<file path="src/rtl/error_tracker_ctrl_pkg.sv">
// error_tracker_ctrl_pkg: shared types and limits for the error_tracker trigger controller
package error_tracker_ctrl_pkg;
  typedef enum logic [1:0] {OFF = 2'b00, ANY_ERR = 2'b01, THRESH = 2'b10, PERIODIC = 2'b11} trig_mode_t;
  typedef enum logic [1:0] {IDLE = 2'b00, ARMED = 2'b01, HOLDOFF = 2'b10, DONE = 2'b11} trig_state_t;
  localparam int MIN_HOLDOFF = 4;
  localparam int MIN_PERIOD = 5;
  localparam int STORE_BURST = 4;
endpackage

</file>
<file path="src/rtl/errt_popcount.sv">
// errt_popcount: combinational count of set bits in an N-bit vector
// Ports: bits (N) in, count ($clog2(N+1)) out
module errt_popcount #(
  parameter int N = 48
) (
  input  logic [N-1:0]             bits,
  output logic [$clog2(N+1)-1:0]   count
);
  localparam int CW = $clog2(N+1);
  always_comb begin
    count = '0;
    for (int i = 0; i < N; i++) count = count + CW'(bits[i]);
  end
endmodule

</file>
<file path="src/rtl/error_tracker_trigger_ctrl.sv">
// error_tracker_trigger_ctrl: decides when to pulse error_tracker.trigger from PRBS error flags
// Ports: clk, rstb (async, active low); prbs_flags, stored_frames, arm, disarm, mode,
//   err_threshold, holdoff, period, max_triggers in; trigger, armed, done,
//   trigger_count, missed_count out.
// Option: define ERRT_TRIG_MISSED_CNT_EN to count qualifying events dropped in HOLDOFF;
//   otherwise missed_count is tied to 0.
module error_tracker_trigger_ctrl
  import error_tracker_ctrl_pkg::*;
#(
  parameter int width     = 16,
  parameter int addrwidth = 12,
  parameter int cntwidth  = 16
) (
  input  logic                          clk,
  input  logic                          rstb,
  input  logic [width*3-1:0]            prbs_flags,
  input  logic [addrwidth-1:0]          stored_frames,
  input  logic                          arm,
  input  logic                          disarm,
  input  logic [1:0]                    mode,
  input  logic [$clog2(width*3+1)-1:0]  err_threshold,
  input  logic [cntwidth-1:0]           holdoff,
  input  logic [cntwidth-1:0]           period,
  input  logic [addrwidth-1:0]          max_triggers,
  output logic                          trigger,
  output logic                          armed,
  output logic                          done,
  output logic [addrwidth-1:0]          trigger_count,
  output logic [cntwidth-1:0]           missed_count
);
  localparam int NF = width * 3;
  localparam int TW = $clog2(NF + 1);
  localparam logic [addrwidth-1:0] FULL_LIM = addrwidth'((1 << addrwidth) - 1 - STORE_BURST);
  localparam logic [cntwidth-1:0] HMIN = cntwidth'(MIN_HOLDOFF);
  localparam logic [cntwidth-1:0] PMIN = cntwidth'(MIN_PERIOD);
  trig_state_t state, state_nxt;
  trig_mode_t md;
  logic [TW-1:0] pop, thr;
  logic [cntwidth-1:0] hold_cnt, per_cnt, hlim, plim;
  logic qual, per_wrap, hold_end, spent, near_full, fire, restart;
  errt_popcount #(.N(NF)) u_pop (.bits(prbs_flags), .count(pop));
  assign md        = trig_mode_t'(mode);
  assign thr       = (err_threshold == '0) ? TW'(1) : err_threshold;
  assign hlim      = (holdoff < HMIN) ? HMIN : holdoff;
  assign plim      = (period < PMIN) ? PMIN : period;
  // >= rather than == so a live shrink of period/holdoff never strands the counter
  assign per_wrap  = per_cnt >= plim - 1'b1;
  assign hold_end  = hold_cnt >= hlim - 1'b1;
  assign spent     = (max_triggers != '0) && (trigger_count == max_triggers);
  assign near_full = stored_frames > FULL_LIM;
  assign qual      = (md == ANY_ERR) ? |prbs_flags :
                     (md == THRESH) ? (pop >= thr) :
                     (md == PERIODIC) ? per_wrap : 1'b0;
  assign restart   = arm && !disarm;
  assign armed     = (state == ARMED) || (state == HOLDOFF);
  assign done      = state == DONE;
  assign fire      = (state == ARMED) && (state_nxt == HOLDOFF);
  always_comb begin
    state_nxt = state;
    if (disarm) state_nxt = IDLE;
    else if (arm) state_nxt = ARMED;
    else if (state == ARMED) state_nxt = (spent || near_full) ? DONE : qual ? HOLDOFF : ARMED;
    else if (state == HOLDOFF) state_nxt = !hold_end ? HOLDOFF : (spent || near_full) ? DONE : ARMED;
  end
  always_ff @(posedge clk or negedge rstb) begin
    if (!rstb) begin
      state         <= IDLE;
      trigger       <= 1'b0;
      trigger_count <= '0;
      hold_cnt      <= '0;
      per_cnt       <= '0;
    end else begin
      state    <= state_nxt;
      trigger  <= fire;
      hold_cnt <= (state == HOLDOFF && !hold_end) ? hold_cnt + 1'b1 : '0;
      if (restart) begin
        trigger_count <= '0;
        per_cnt       <= '0;
      end else begin
        if (fire) trigger_count <= trigger_count + 1'b1;
        if (armed) per_cnt <= per_wrap ? '0 : per_cnt + 1'b1;
      end
    end
  end
`ifdef ERRT_TRIG_MISSED_CNT_EN
  // the first HOLDOFF cycle carries the trigger pulse itself, so it is not a drop
  always_ff @(posedge clk or negedge rstb) begin
    if (!rstb) missed_count <= '0;
    else if (restart) missed_count <= '0;
    else if (state == HOLDOFF && qual && !trigger && !(&missed_count)) missed_count <= missed_count + 1'b1;
  end
`else
  assign missed_count = '0;
`endif
endmodule
</file>
<file path="config.mk">
export PLATFORM = sky130hd
export DESIGN_NAME = error_tracker_trigger_ctrl
export DESIGN_NICKNAME = d
export VERILOG_FILES = /design/src/rtl/error_tracker_ctrl_pkg.sv /design/src/rtl/errt_popcount.sv /design/src/rtl/error_tracker_trigger_ctrl.sv
export SDC_FILE = /design/constraint.sdc
export NUM_CORES = 1
export LEC_CHECK = 0
export CORE_ASPECT_RATIO = 1.25
export CORE_UTILIZATION = 45
export CTS_CLUSTER_DIAMETER = 100
export DETAILED_ROUTE_END_ITERATION = 7
export GPL_ROUTABILITY_DRIVEN = 1
export PLACE_DENSITY_LB_ADDON = 0.05
export SLEW_MARGIN = 30
export SYNTH_ARGS = -nofsm -noshare
export SYNTH_HDL_FRONTEND = slang
export SYNTH_HIERARCHICAL = 1
export SYNTH_SLANG_ARGS = --single-unit
</file>
<file path="constraint.sdc">
create_clock -name clk -period 2.6 [get_ports clk]
set_clock_uncertainty 0.2 [all_clocks]
set_input_delay 0.39 -clock clk [delete_from_list [all_inputs] [get_ports clk]]
set_output_delay 0.39 -clock clk [all_outputs]
set_load 0.01 [all_outputs]
</file>
# After elaboration in Yosys (flattened, before gate mapping)
# Cells that the tools add are included.
[classes] add_sub_neg=52 n_mux=20 n_reduce_logical=13 magnitude_cmp=6 eq_ne=8
[ops] operator="$add A6 B1 Y6" n=46
[ops] operator="$mux W16" n=6
[ops] operator="$reduce_or A48 Y1" n=1
[ops] operator="$add A16 B1 Y16 const B" n=2
[ops] operator="$ge A16 B16 Y1" n=2
[ops] operator="$lt A16 B3 Y1 const B" n=2
[ops] operator="$sub A16 B1 Y16 const B" n=2
[ops] operator="$mux W12" n=2
[ops] operator="$mux W2" n=8
[ops] operator="$add A12 B1 Y12 const B" n=1
[ops] operator="$eq A12 B12 Y1" n=1
[ops] operator="$gt A12 B12 Y1 const B" n=1
[ops] operator="$reduce_bool A12 Y1" n=1
[ops] operator="$eq A2 B2 Y1 const B" n=5
[ops] operator="$ge A6 B6 Y1" n=1
[ops] operator="$logic_not A6 Y1" n=1
[ops] operator="$mux W6" n=1
[ops] operator="$eq A2 B1 Y1 const B" n=2
[ops] operator="$logic_and A1 B1 Y1" n=4
[ops] operator="$reduce_bool A2 Y1" n=2
[ops] operator="$mux W1" n=3
[ops] operator="$add A1 B1 Y2" n=1
[ops] operator="$logic_not A1 Y1" n=2
[ops] operator="$logic_or A1 B1 Y1" n=2
[word_totals] elab_cells=104 regBits=47 output_inout_bits=31 inputBits=116

# Longest topological paths before layout
# Gate-level depths: netlist (run 1).
[depth] ltp_word=59 depth_mapped=25 mapped_depth_nobuf=24

# Cells and area by module
# Netlist (run 1), hierarchy kept.
[modules_own_cells] module="error_tracker_trigger_ctrl" cells_each=503 area_per_inst_um2=4211.5 seq_area_each_um2=1176.1 n_inst=1
[modules_own_cells] module="errt_popcount" cells_each=124 area_per_inst_um2=1227.4 seq_area_each_um2=0.0 n_inst=1

# Least setup slack after synthesis (run 1)
# Ideal clock, no wire load.
[synth_path] kind="input port to flip-flop" startpoint="in prbs_flags[0]" endpoint="reg trigger_count[10]" t_required_ps=2323 path_slack_ps=-4098 arrival_ps=6421 path_stages=23 setup_time_ps=77 n_path_buf=1 cell_sequence="inv_1 -> fa_1 -> inv_1 -> fa_1 -> fa_1 -> fa_1 -> fa_1 -> fa_1 -> inv_1 -> fa_1 -> inv_1 -> ha_1 -> fa_1 -> a21o_2 -> a21oi_2 -> xnor2_1 -> ha_1 -> nand4b_1 -> o22ai_1 -> o2111ai_2 -> buf_2 -> or3_1 -> a21oi_1"
[synth_via] elab_chain_len=58 word_cells_on_any_way=59 classes_between="47 x add/sub; 1 x order compare; 1 x eq/ne; 7 x mux; 3 x reduce/logical"
[synth_lines] element="from (decl)" line_no="error_tracker_trigger_ctrl.sv:16" text="input logic [width*3-1:0] prbs_flags,"
[synth_lines] element="$add A1 B1 Y2" line_no="errt_popcount.sv:12" text="for (int i = 0; i < N; i++) count = count + CW'(bits[i]);"
[synth_lines] element="$add A6 B1 Y6 (46 in series)" line_no="errt_popcount.sv:12"
[synth_lines] element="named net pop[4]" line_no="error_tracker_trigger_ctrl.sv:38" text="logic [TW-1:0] pop, thr;"
[synth_lines] element="$ge A6 B6 Y1" line_no="error_tracker_trigger_ctrl.sv:52" text="(md == THRESH) ? (pop >= thr) :"
[synth_lines] element="$mux W1" line_no="error_tracker_trigger_ctrl.sv:52"
[synth_lines] element="$mux W1" line_no="error_tracker_trigger_ctrl.sv:51" text="assign qual = (md == ANY_ERR) ? |prbs_flags :"
[synth_lines] element="$mux W2 (3 in series)" line_no="error_tracker_trigger_ctrl.sv:62" text="else if (state == ARMED) state_nxt = (spent || near_full) ? DONE : qual ? HOLDOFF : ARMED;"
[synth_lines] element="$mux W2" line_no="error_tracker_trigger_ctrl.sv:61" text="else if (arm) state_nxt = ARMED;"
[synth_lines] element="$mux W2" line_no="error_tracker_trigger_ctrl.sv:60" text="if (disarm) state_nxt = IDLE;"
[synth_lines] element="$eq A2 B2 Y1" line_no="error_tracker_trigger_ctrl.sv:57" text="assign fire = (state == ARMED) && (state_nxt == HOLDOFF);"
[synth_lines] element="$logic_and A1 B1 Y1" line_no="error_tracker_trigger_ctrl.sv:57"
[synth_lines] element="$reduce_bool A2 Y1 (no line)"
[synth_lines] element="to (signal assigned)" line_no="error_tracker_trigger_ctrl.sv:80" text="if (fire) trigger_count <= trigger_count + 1'b1;"
[synth_lines] element="to (decl)" line_no="error_tracker_trigger_ctrl.sv:28" text="output logic [addrwidth-1:0] trigger_count,"
# The timed path passes the listed nets, and every way through them passes these cells.
# A chain may end at the register's enable or synchronous reset.

# Final worst setup path (run 1)
[layout_path] startpoint="in prbs_flags[21]" endpoint="reg trigger_count[7]"
[layout_via] elab_chain_len=38 word_cells_on_any_way=39 classes_between="27 x add/sub; 1 x order compare; 1 x eq/ne; 7 x mux; 3 x reduce/logical"
[layout_lines] element="$add A6 B1 Y6 (27 in series)" line_no="errt_popcount.sv:12"
[layout_lines] element="named net pop[4]" line_no="error_tracker_trigger_ctrl.sv:38"
[layout_lines] element="$ge A6 B6 Y1" line_no="error_tracker_trigger_ctrl.sv:52"
[layout_lines] element="$mux W1" line_no="error_tracker_trigger_ctrl.sv:52"
[layout_lines] element="$mux W1" line_no="error_tracker_trigger_ctrl.sv:51"
[layout_lines] element="$mux W2 (3 in series)" line_no="error_tracker_trigger_ctrl.sv:62"
[layout_lines] element="$mux W2" line_no="error_tracker_trigger_ctrl.sv:61"
[layout_lines] element="$mux W2" line_no="error_tracker_trigger_ctrl.sv:60"
[layout_lines] element="$eq A2 B2 Y1" line_no="error_tracker_trigger_ctrl.sv:57"
[layout_lines] element="$logic_and A1 B1 Y1" line_no="error_tracker_trigger_ctrl.sv:57"
[layout_lines] element="$reduce_bool A2 Y1 (no line)"
# The timed path passes the listed nets, and every way through them passes these cells.

==> results.yml, run 1 <==
status:
  run_status: "finished, violations left"
  violations: "negative hold slack, negative setup slack"
floorplanning:
  io-pin-count: 147
  die-area_um2: 12500
  fp.coreArea_um2: 11700
  fp-row-count: 44
  die_x_um: 100
  initial_core_util_pct: 46.6
  dieHeight_um: 125
global_route:
  grt_usage_pct: 26.0
  met1_usage_pct: 29.4
  grt_antenna_before_repair: 0
  grt_max_degree: 48
  gr-total-overflow: 0
  grt_pass1_vias: 5908
  top_usage_layer: "met2"
  groute.layer.met2.usage_pct: 49.2
  grt_pass1_wl_um: 26400
  met3_usage_pct: 2.81
routing:
  drc: 0
  totalWireLength_um: 15900
  wire_per_inst_um: 15.3
  dr.first_iter.drc_count: 169
  num_vias: 5443
  vias_per_cell: 5.27
  firstDrtPassIters: 4
  ant_nets: 0
sta:
  hold_viol: 9
  worstMarginPinSlew_ns: 0.709
  finalSetupViolCount: 47
  fmax_ghz: 0.152
  period_share_pct: 253
  setup_ws_ns: -3.98
  rsz0062_at_grt: "true"
  min_period_ns: 6.58
  slew_viol_final: 0
  slew_headroom_pct: 52.6
  holdWs_ns: -0.0138
job:
  max-cap-violations: 0
critical_path:
  cpPeakStageDelay_ns: 0.58
  end_kind: "flop"
  cp_max_fo: 3
  start_kind: "input pin"
  crit_required_ns: 2.63
  r2r_cells: 8
  rrSetupSlack_ns: -0.60
  arrival_ns: 6.61
  path_class: "in2reg"
  cpMaxStageDelayCell: "or4_1"
  cp_cell_sequence: "buf_6 > fa_2 > fa_1 > inv_2 > fa_2 > inv_2 > fa_2 > fa_1 > fa_1 > inv_2 > fa_1 > inv_2 > ha_4 > fa_2 > a21o_2 > a21oi_2 > xnor2_1 > ha_1 > nand4b_1 > o22ai_2 > o2111ai_2 > or4_1 > a21oi_2"
placement:
  place_congestion: 0.863
  numPortBuffers: 128
  dp_cells: 1007
  pre_cts_ws_ns: -4.83
  post-dp-hpwl_um: 12000
hold_path:
  hold_path_class: "in2async"
finish:
  diodes: 0
  areaGrowthSynthToFinish_pct: 60.3
  nets: 1082
  final_cells: 1033
  drive_gt1_share_pct: 33.9
pwr:
  irDropWorstVdd_mv: 1.25
  power.density_nw_per_um2: 1160
  leakage_uw: 0.00393
yosys:
  synth_area_um2: 5440
  synth.avg_cell_area_um2: 8.67
  ys_ff_latch: 47
  yosysSeqAreaShare_pct: 21.6
  yosys_warnings: 6
  yosysUniqueCellTypes: 51
  synthCells: 627
clock_network:
  insertion_delay_ns: 0.30
  cts_hold_buf: 0
  cts_sinks: 47
  cts_tree: "built"
  clock_path_buffers: 2
  clk_pin_slew_ns: 0.07
  cts_made_buffers: 5
  htreeDepth: 2
  root_buffer: "clkbuf_16"
worst paths after layout:
kind / startpoint / endpoint
worst max-delay path: prbs_flags[21] / trigger_count[7]
worst min-delay path: rstb / hold_cnt[11]
worst max register to register: per_cnt[14] / trigger_count[7]
worst min register to register: per_cnt[3] / per_cnt[3]
max in group asynchronous: rstb / trigger_count[2]
min in group clk: per_cnt[3] / per_cnt[3]
worst max-delay path: cells and delay by family:
kind / cells / cell delay, ns
fa+ha+maj: 10 / 4.35
compound gates: 5 / 0.83
simple gates: 2 / 0.68
buf+inv: 5 / 0.27
xor+xnor: 1 / 0.09
cells in the mapped netlist, drive strengths merged:
cell | instances | share of area, %
a2111oi | 2 | 0.32
a211o | 3 | 0.48
a211oi | 1 | 0.14
a21o | 2 | 0.30
a21oi | 17 | 1.6
a221oi | 1 | 0.16
a31o | 1 | 0.16
a31oi | 9 | 1.3
and2 | 4 | 0.46
and3 | 11 | 1.3
buf | 17 | 2.3
clkbuf | 8 | 0.55
conb | 1 | 0.069
dfrtp | 47 | 22
fa | 39 | 14
ha | 56 | 13
inv | 86 | 5.9
mux2i | 4 | 0.74
nand2 | 37 | 2.6
nand2b | 14 | 1.6
nand3 | 27 | 2.7
nand4 | 15 | 1.7
nand4b | 1 | 0.16
nor2 | 44 | 3.0
nor2b | 6 | 0.83
nor3 | 13 | 1.2
nor4 | 22 | 2.5
o2111ai | 4 | 0.76
o211a | 1 | 0.18
o211ai | 7 | 0.97
o21a | 7 | 0.97
o21ai | 35 | 3.3
o22ai | 1 | 0.12
o311ai | 1 | 0.16
o31ai | 9 | 1.2
o32a | 1 | 0.21
o41ai | 3 | 0.48
or2 | 1 | 0.12
or3 | 11 | 1.3
or4 | 4 | 0.55
xnor2 | 25 | 4.0
xor2 | 29 | 4.7
area by class of cell:
class	count	area [um^2]
inverters	86	330
clock inverters	3	71.3
repair buffers	247	2220
flip-flops and latches	47	1180
clock buffers	5	125
multi-input cells	484	4600
fillers	860	2950
well taps	161	201
per-stage QoR:
step | cell area [um^2] | power, uW | hold slack (ns) | util [%] | setup TNS (ns)
after floorplan | 5700 | 5490 | -0.106 | - | -95.20
after global placement | 7760 | 7020 | 0.285 | 66.5 | -128.56
after detailed placement | 7760 | 7300 | 0.277 | 66.5 | -132.90
after CTS | 8440 | 8850 | 0.0108 | 72.3 | -98.97
after global routing | 8720 | 11100 | 0.0438 | 74.7 | -102.86
final | 8720 | 10100 | -0.0138 | 74.7 | -96.13
repair_timing:
item,4_1_cts,5_1_grt
endpoints found under the setup margin,47,47
gates resized for setup,223,95
gates cloned,4,0
pin swaps,96,77
setup buffers,16,4
routing by layer:
layer | routed length [um] | vias to the layer above
li1 | - | 2630
met1 | 6070 | 2640
met2 | 8800 | 140
met3 | 572 | 33
met4 | 410 | 0
met5 | 0 | -
layout by cell type, fill, tap and decap left out, types with 6 or more instances in the layout:
cell,n
buf_4,100
clkdlybuf4s50_1,84
inv_1,69
ha_1,51
dfrtp_1,47
nand2_1,32
fa_1,32
xor2_1,27
nand3_1,23
nor2_1,22
xnor2_1,22
buf_6,21
buf_2,19
nor4_1,18
nor2_4,18
conb_1,16
inv_2,16
nand4_1,15
o21ai_2,15
a21oi_1,12
o21ai_1,11
and3_1,11
nor3_1,10
nand2b_1,9
or3_1,7
o211ai_1,7
fa_2,7
o21ai_0,6
o21a_1,6
flip-flops by register name (all words and copies together), names as in the netlist:
register       count
per_cnt           16
trigger            1
state              2
hold_cnt          16
trigger_count     12
cell families (layout without fill, tap and decap cells):
logic type      Yosys count  count (layout)  synth area share (%)
fa+ha+maj                95              95                  27.2
other cells               1              16                0.0689
simple gates            210             210                  20.0
buf+inv                 111             341                  8.79
compound gates          105             105                  12.9
xor+xnor                 54              54                  8.70
mux                       4               4                 0.736
flops                    47              47                  21.6
where the power goes:
| group | total, uW | switching [uW] | internal (uW) |
|---|---|---|---|
| clock network | 866 | 307 | 558 |
| logic | 8490 | 4160 | 4330 |
| registers | 798 | 33.3 | 764 |
Power figures use the tool's default switching activity.
==> inputs of run 2 (changes only) <==
--- a/config.mk
+++ b/config.mk
@@ -10,7 +10,9 @@
 export CTS_CLUSTER_DIAMETER = 100
 export DETAILED_ROUTE_END_ITERATION = 7
 export GPL_ROUTABILITY_DRIVEN = 1
+export HOLD_SLACK_MARGIN = 0.1
 export PLACE_DENSITY_LB_ADDON = 0.05
+export REMOVE_ABC_BUFFERS = 1
 export SLEW_MARGIN = 30
 export SYNTH_ARGS = -nofsm -noshare
 export SYNTH_HDL_FRONTEND = slang
==> run 2 against run 1 <==
  * The flow finishes with violations (negative setup slack)
  * Wire length shrank 1.3%
  * Hold slack gained 0.38 ns
  * Cell count grew 1.6%
  * Register-to-register slack gained 0.07 ns
  * Via count grew 1.4%
  * Fmax grew 0.37%
  * Core utilization grew 0.48 points
  * First-iteration DRC count shrank 1.8%
  * Critical path depth is the same
  * Total power shrank 13%
  * Sequential power is essentially flat
  * Largest power group unchanged
  * Highest routed layer unchanged
==> results.yml, run 2 (same netlist as run 1, synthesis figures left out) <==
status:
  run_status: "finished, violations left"
  violations: "negative setup slack"
finish:
  top_regs: "hold_cnt x16, per_cnt x16, trigger_count x12"
  final_cell_mix: "buf_4, clkdlybuf4s50_1, inv_1"
  fin_util_pct: 75.2
  diodes: 0
  final_cells: 1050
  nets: 1099
  areaGrowthSynthToFinish_pct: 61.4
  drive_gt1_share_pct: 33.4
  mostFrequentLayoutCell: "buf_4"
routing:
  ant_nets: 0
  route.met3.wl_um: 617
  firstDrtPassIters: 4
  highest_layer: "met4"
  num_vias: 5518
  wire_per_inst_um: 14.9
  route.met2.wl_um: 8440
  totalWireLength_um: 15600
  vias_per_cell: 5.26
  drt-met1-wl_um: 6240
  drc: 0
  dr.first_iter.drc_count: 166
sta:
  min_period_ns: 6.55
  slew_headroom_pct: 50.1
  period_share_pct: 252
  hold_viol: 0
  slew_viol_final: 0
  finalSetupViolCount: 47
  setup_ws_ns: -3.95
  fmax_ghz: 0.153
  rsz0062_at_grt: "true"
  worstMarginPinSlew_ns: 0.745
placement:
  dp_cells: 1018
  place_congestion: 0.864
  pre_cts_ws_ns: -4.83
  post-dp-hpwl_um: 11700
  numPortBuffers: 128
clock_network:
  clk_pin_slew_ns: 0.07
  clock_path_buffers: 2
  cts_sinks: 47
  insertion_delay_ns: 0.29
  root_buffer: "clkbuf_16"
  htreeDepth: 2
  cts_made_buffers: 5
  cts_tree: "built"
critical_path:
  arrival_ns: 6.57
  reg2reg_to: "per_cnt[8]"
  rrSetupSlack_ns: -0.53
  crit_required_ns: 2.62
  end_kind: "flop"
  crit_start: "prbs_flags[27]"
  r2r_cells: 15
  path_class: "in2reg"
  rr_startpoint: "per_cnt[14]"
  start_kind: "input pin"
  cp_max_fo: 4
floorplanning:
  fp-row-count: 44
  dieHeight_um: 125
  fp.coreArea_um2: 11700
  die-area_um2: 12500
  io-pin-count: 147
  die_x_um: 100
  initial_core_util_pct: 46.6
global_route:
  gr-total-overflow: 0
  grt_antenna_before_repair: 0
  grt_usage_pct: 24.6
  grt_max_degree: 48
  grt_pass1_vias: 5770
  grt_pass1_wl_um: 25300
hold_path:
  min_from: "per_cnt[0]"
  hold_path_class: "reg2reg"
  hold_path_depth: 2
  hold_end: "per_cnt[0]"
pwr:
  power.density_nw_per_um2: 1010
  irDropWorstVdd_mv: 1.54
  leakage_uw: 0.00401
job:
  max-cap-violations: 0
==> run 2: cell count changes in the layout (fill, tap and decap cells not counted), moves of 4 or more <==
cell           before  now
buf_6              21   17
fa_1               32   36
dlygate4sd2_1       4    9
fa_2                7    3
buf_4             100  115
o31ai_2             5    0
o31ai_4             0    5
==> run 2: worst max-delay path, stage by stage <==
cell and delay (ns):
buf_8 0.10, fa_1 0.49, fa_1 0.55, inv_2 0.05, fa_2 0.53, inv_2 0.04
fa_1 0.52, fa_1 0.44, fa_1 0.51, inv_2 0.04, fa_1 0.52, inv_2 0.05
ha_4 0.16, fa_2 0.35, a21o_2 0.20, a21oi_2 0.12, xnor2_1 0.09, ha_1 0.27
nand4b_1 0.10, o22ai_2 0.19, o2111ai_4 0.17, or4_1 0.55, a21oi_1 0.13
==> run 2: worst max-delay path by stage <==
stage / end / cells after the start / slack, ns
final: trigger_count[9] / 23 / -3.95
after global routing: trigger_count[9] / 23 / -4.14
after CTS: trigger_count[9] / 24 / -4.00
after global placement: trigger_count[9] / 24 / -4.73
after detailed placement: trigger_count[7] / 24 / -4.83
after floorplan: trigger_count[7] / 22 / -4.24
==> run 2: through the flow <==
| step | power (uW) | hold slack [ns] | cell area [um^2] | TNS, ns |
|---|---|---|---|---|
| 4_1_cts | 8490 | 0.321 | 8460 | -102.77 |
| 3_5_place_dp | 7060 | 0.309 | 7680 | -136.21 |
| 2_1_floorplan | 5130 | -0.106 | 5340 | -115.49 |
| 3_3_place_gp | 6740 | 0.301 | 7680 | -131.89 |
| 5_1_grt | 9800 | 0.400 | 8780 | -108.94 |
| 6_report | 8850 | 0.368 | 8780 | -102.57 |
==> run 2: layout make-up <==
type | count | area, um^2
multi-input combinational | 484 | 4560
fill | 867 | 2890
timing repair buffer | 264 | 2360
sequential | 47 | 1180
inverter | 86 | 323
tap | 161 | 201
clock buffer | 6 | 139
clock inverter | 2 | 16.3
==> run 2: power breakdown <==
group          internal [uW]  switching, uW
registers                764           33.9
clock network            385            298
logic                   3810           3560
total                   4960           3890
==> run 2: what timing repair did <==
| action | CTS | global route |
|---|---|---|
| gates resized for setup | 252 | 89 |
| hold buffers | 1 | 0 |
| gates cloned | 3 | 0 |
| pin swaps | 97 | 42 |
| setup endpoints to repair | 47 | 47 |
| buffers inserted | 17 | 7 |
| hold endpoints to repair | 47 | 0 |
==> run 2: routing by layer <==
metal	global-route usage [%]	vias to the layer above
met4	6.56	0
li1	-	2656
met5	0	-
met3	2.47	31
met2	47.1	161
met1	28.6	2670
